### src/rtl/counter_pkg.sv
// Shared definitions for the interval-timer controller: FSM state encoding and mode codes.
package counter_pkg;

  typedef enum logic {
    ST_IDLE = 1'b0,
    ST_RUN  = 1'b1
  } state_t;

  localparam logic MODE_ONESHOT  = 1'b0;
  localparam logic MODE_PERIODIC = 1'b1;

endpackage : counter_pkg

### src/rtl/tick_counter.sv
// WIDTH-bit up counter with synchronous clear (priority) and advance enable.
module tick_counter #(
  parameter int WIDTH = 4
) (
  input  logic             clk,
  input  logic             rst_n,
  input  logic             clr,
  input  logic             en,
  output logic [WIDTH-1:0] q
);

  logic [WIDTH-1:0] r_q;

  // Counter register: clear beats enable, wraps modulo 2**WIDTH
  always_ff @(posedge clk or negedge rst_n) begin
    if (!rst_n) begin
      r_q <= {WIDTH{1'b0}};
    end else if (clr) begin
      r_q <= {WIDTH{1'b0}};
    end else if (en) begin
      r_q <= r_q + {{(WIDTH-1){1'b0}}, 1'b1};
    end else begin
      r_q <= r_q;
    end
  end

  assign q = r_q;

endmodule : tick_counter

### src/rtl/counter_ctrl.sv
// Interval timer sequencer: latches period/mode on start, drives the tick counter,
// detects terminal count and emits a registered one-cycle done pulse.
module counter_ctrl
  import counter_pkg::*;
#(
  parameter int WIDTH = 4
) (
  input  logic             clk,
  input  logic             rst_n,
  input  logic             start,
  input  logic             stop,
  input  logic             hold,
  input  logic             mode,
  input  logic [WIDTH-1:0] period,
  output logic             cnt_en,
  output logic [WIDTH-1:0] count,
  output logic             busy,
  output logic             done
);

  state_t           r_state;
  state_t           w_state_nxt;
  logic [WIDTH-1:0] r_period;
  logic             r_mode;
  logic             r_done;
  logic             w_done_nxt;
  logic             w_latch;
  logic             w_clr;
  logic             w_cnt_en;
  logic             w_terminal;
  logic [WIDTH-1:0] w_count;
  logic [WIDTH-1:0] w_term_val;

  // A stored period of 0 wraps to all-ones here, giving a 2**WIDTH interval
  assign w_term_val = r_period - {{(WIDTH-1){1'b0}}, 1'b1};
  assign w_cnt_en   = (r_state == ST_RUN) && !hold;
  assign w_terminal = w_cnt_en && (w_count == w_term_val);

  // Next-state, counter clear and done decode; stop outranks terminal count
  always_comb begin
    w_state_nxt = r_state;
    w_done_nxt  = 1'b0;
    w_latch     = 1'b0;
    w_clr       = 1'b0;
    case (r_state)
      ST_IDLE: begin
        if (start && !stop) begin
          w_latch     = 1'b1;
          w_clr       = 1'b1;
          w_state_nxt = ST_RUN;
        end else begin
          w_state_nxt = ST_IDLE;
        end
      end
      ST_RUN: begin
        if (stop) begin
          w_clr       = 1'b1;
          w_state_nxt = ST_IDLE;
        end else if (w_terminal) begin
          w_clr      = 1'b1;
          w_done_nxt = 1'b1;
          if (r_mode == MODE_PERIODIC) begin
            w_state_nxt = ST_RUN;
          end else begin
            w_state_nxt = ST_IDLE;
          end
        end else begin
          w_state_nxt = ST_RUN;
        end
      end
      default: begin
        w_clr       = 1'b1;
        w_state_nxt = ST_IDLE;
      end
    endcase
  end

  // State, latched configuration and done pulse registers
  always_ff @(posedge clk or negedge rst_n) begin
    if (!rst_n) begin
      r_state  <= ST_IDLE;
      r_period <= {WIDTH{1'b0}};
      r_mode   <= MODE_ONESHOT;
      r_done   <= 1'b0;
    end else begin
      r_state <= w_state_nxt;
      r_done  <= w_done_nxt;
      if (w_latch) begin
        r_period <= period;
        r_mode   <= mode;
      end else begin
        r_period <= r_period;
        r_mode   <= r_mode;
      end
    end
  end

  tick_counter #(
    .WIDTH (WIDTH)
  ) u_tick_counter (
    .clk   (clk),
    .rst_n (rst_n),
    .clr   (w_clr),
    .en    (w_cnt_en),
    .q     (w_count)
  );

  assign cnt_en = w_cnt_en;
  assign count  = w_count;
  assign busy   = (r_state == ST_RUN);
  assign done   = r_done;

endmodule : counter_ctrl

### config.mk
export PLATFORM = sky130hd
export DESIGN_NAME = counter_ctrl
export DESIGN_NICKNAME = d
export VERILOG_FILES = /design/src/rtl/counter_pkg.sv /design/src/rtl/tick_counter.sv /design/src/rtl/counter_ctrl.sv
export SDC_FILE = /design/constraint.sdc
export NUM_CORES = 1
export LEC_CHECK = 0
export CAP_MARGIN = 20
export CORE_AREA = 4 4 41 43
export DETAILED_ROUTE_END_ITERATION = 8
export DIE_AREA = 0 0 45 47
export MAX_ROUTING_LAYER = met4
export PLACE_DENSITY = 0.73
export SKIP_LAST_GASP = 1
export SYNTH_ARGS = -nofsm -noshare
export SYNTH_HDL_FRONTEND = slang
export SYNTH_SLANG_ARGS = --single-unit
export TNS_END_PERCENT = 50
### constraint.sdc
create_clock -name clk -period 1.6 [get_ports clk]
set_clock_uncertainty 0.05 [all_clocks]
set_input_delay 0.32 -clock clk [delete_from_list [all_inputs] [get_ports clk]]
set_output_delay 0.32 -clock clk [all_outputs]
set_load 0.03 [all_outputs]
==> metrics.cfg <==
[run_status]
outcome=finished with violations
violations=setup timing

[placement]
dp_cells=93
gp_congestion=0.8083
placed_cell_area_um2=813.3
dp_hpwl_um=978.9
io_buffers=16

[finish]
final_cell_mix=buf_4, dfrtp_1, clkdlybuf4s50_1
seq_area_um2=275.3
drive_gt1_share_pct=33.33
stdcell_count=99
final_nets=97
final_design_area_no_fill_um2=894.6
multiInputGateArea_um2=302.8
fin_util_pct=68.75
fillCellCount=110
final_common_cell=buf_4
antenna_cells=0
areaGrowthSynthToFinish_pct=58.19

[floorplan]
io_pins=17
die_h_um=47
start_util_pct=43.46
fp.dieW_um=45
coreArea_um2=1301
dieArea_um2=2115
num_rows=13

[sta]
hold_viol_final=0
layout_setup_ws_ns=-0.02114
fin_crit_ns=1.621
finalMaxSlewViolations=0
finalCritPeriodShare_pct=101.3
rsz0062_at_grt=yes
fin_tns_setup_ns=-0.02114
fmax_mhz=616.9
slew_headroom_pct=64.87
tightest_slew_ns=0.5253
whs_ns=0.3435
setup_viol=1

[grt]
grt-ovfl-total=0
grt_max_degree=12
antenna_found_initial=0
grt_pass1_vias=494
grt_pass1_wl_um=2139
grtUsageTotal_pct=14.85

[critical_path]
cpPeakStageDelay_ns=0.66
reg2reg_from=r_period[1]
cp.required_ns=1.23
r2r_setup_slack_ns=0.05
arrival_ns=1.25
reg2regPathDepth=6
worstSetupStartpointType=flip-flop
crit_family=buffers and inverters
crit_slowest_cell=clkdlybuf4s50_1
endpoint_kind=output port
critPathKind=flip-flop to output port
r2r-end=busy
path_cells=clkdlybuf4s50_1
path_max_fanout=1
cp_num_buf_inv=1
worstSetupPathDepth=1

[logic_synthesis]
avgSynthCellArea_um2=10.88
yosysTopAreaCell=dfrtp_1
synth_nets=64
ys_seq_area_share_pct=48.67
synthTopCellsByArea=dfrtp_1, xnor2_1, xor2_1, ha_1, mux2_2
yosys_warnings=0
ys_ff_latch=11
synth_top_area_share_pct=48.67
synthDistinctLibCells=18
synth.cell_area_um2=565.5
synth_cells=52

[drt]
vias=480
drt-initial-drc-count=5
routed_wirelength_um=1295
dr.pass1.iters=3
post_drt_via_cell_ratio=4.848
drcViolationCount=0
wl_per_cell_um=13.08
ant_nets=0

[cts]
cts-root-buf=clkbuf_4
numCtsBuffers=3
clockBufferDepth=2
cts.sinks=11
clk_latency_ns=0.27
tritoncts=built
htree_levels=1
path_clk_slew_ns=0.07

[power_and_ir_drop]
vdd_ir_drop_max_v=0.0004759
swShare_pct=31.83
leakage_nw=0.4347
p_clk_share_pct=24.0
p_int_w=0.0005507
seqPwrFrac_pct=40.7
power.density_nw_per_um2=902.9
power.switching_w=0.0002571
combPwrFrac_pct=35.2

[min_path]
hold_class=primary input to asynchronous set/reset pin

[flow_run]
maxCapViolCount=0

==> kinds of logic (layout without fill, tap and decap cells) <==
group                      Yosys count  count (layout)  synth area share, %
DFF                                 11              11                48.67
and+or+nand+nor                     15              15                16.37
xor gates and xnor gates             9               9                13.94
muxes                                3               3                5.752
AOI/OAI and AO/OA                    7               7                6.194
buffers and inverters                5              37                4.645
adders and majority gates            2               2                4.424
==> what timing repair did <==
action | 4_1_cts | 5_1_grt
endpoints found under the setup margin | 7 | 9
pin swaps | 0 | 4
resized for setup | 3 | 9
hold buffers | 0 | 0
gates cloned | 0 | 0
buffers inserted | 0 | 2
==> worst max-delay path by stage <==
| stage | startpoint | endpoint |
|---|---|---|
| floorplan | busy | busy |
| global placement | hold | busy |
| detailed placement | hold | busy |
| CTS | busy | busy |
| global route | done | done |
| finish | done | done |
==> routing by layer <==
layer  vias to the layer above  track usage [%]  wire [um]
met5                         -                -          0
met4                         0            5.263          8
met3                         2            4.215         91
met2                        15            24.01        659
met1                       222            17.61        535
li1                        241                -          -
==> power groups by stage <==
| stage | Combinational [W] | Clock [W] | Sequential [W] |
|---|---|---|---|
| after floorplan | 0.000113 | 0 | 0.000354 |
| after global placement | 0.000229 | 0 | 0.000333 |
| after detailed placement | 0.000233 | 0 | 0.000334 |
| after CTS | 0.000233 | 0.000197 | 0.000329 |
| after global routing | 0.000312 | 0.000214 | 0.000333 |
| final | 0.000285 | 0.000194 | 0.000329 |
==> state kept, by name, indices dropped and copies added (netlist names) <==
name / flops
r_mode: 1
r_period: 4
done: 1
u_tick_counter.q: 4
busy: 1
==> cell type report <==
type | count | share of cell area, %
multi-input cells | 36 | 33.85
flip-flops and latches | 11 | 30.77
repair buffers | 29 | 28.67
clock buffers | 4 | 2.937
well taps | 15 | 2.098
inverters | 4 | 1.678
==> stage by stage <==
step | power, W | setup slack [ns]
2_1_floorplan | 0.0004673 | 0.1130
3_3_place_gp | 0.0005626 | -0.01340
6_report | 0.0008078 | -0.02114
3_5_place_dp | 0.0005675 | -0.08398
5_1_grt | 0.0008588 | -0.07309
4_1_cts | 0.0007587 | -0.07889
==> cell usage after synthesis <==
library cell	n
nor3_2	2
ha_1	2
nand2_1	4
o21ai_0	4
inv_1	4
and2b_1	1
nand4_1	1
nor3b_2	1
buf_6	1
dfrtp_1	11
xnor2_1	5
nand3_1	1
a21oi_1	3
nor3_1	4
mux2_2	2
mux2i_1	1
nor4_1	1
xor2_1	4
No activity file was read; power rests on OpenSTA's default activity.
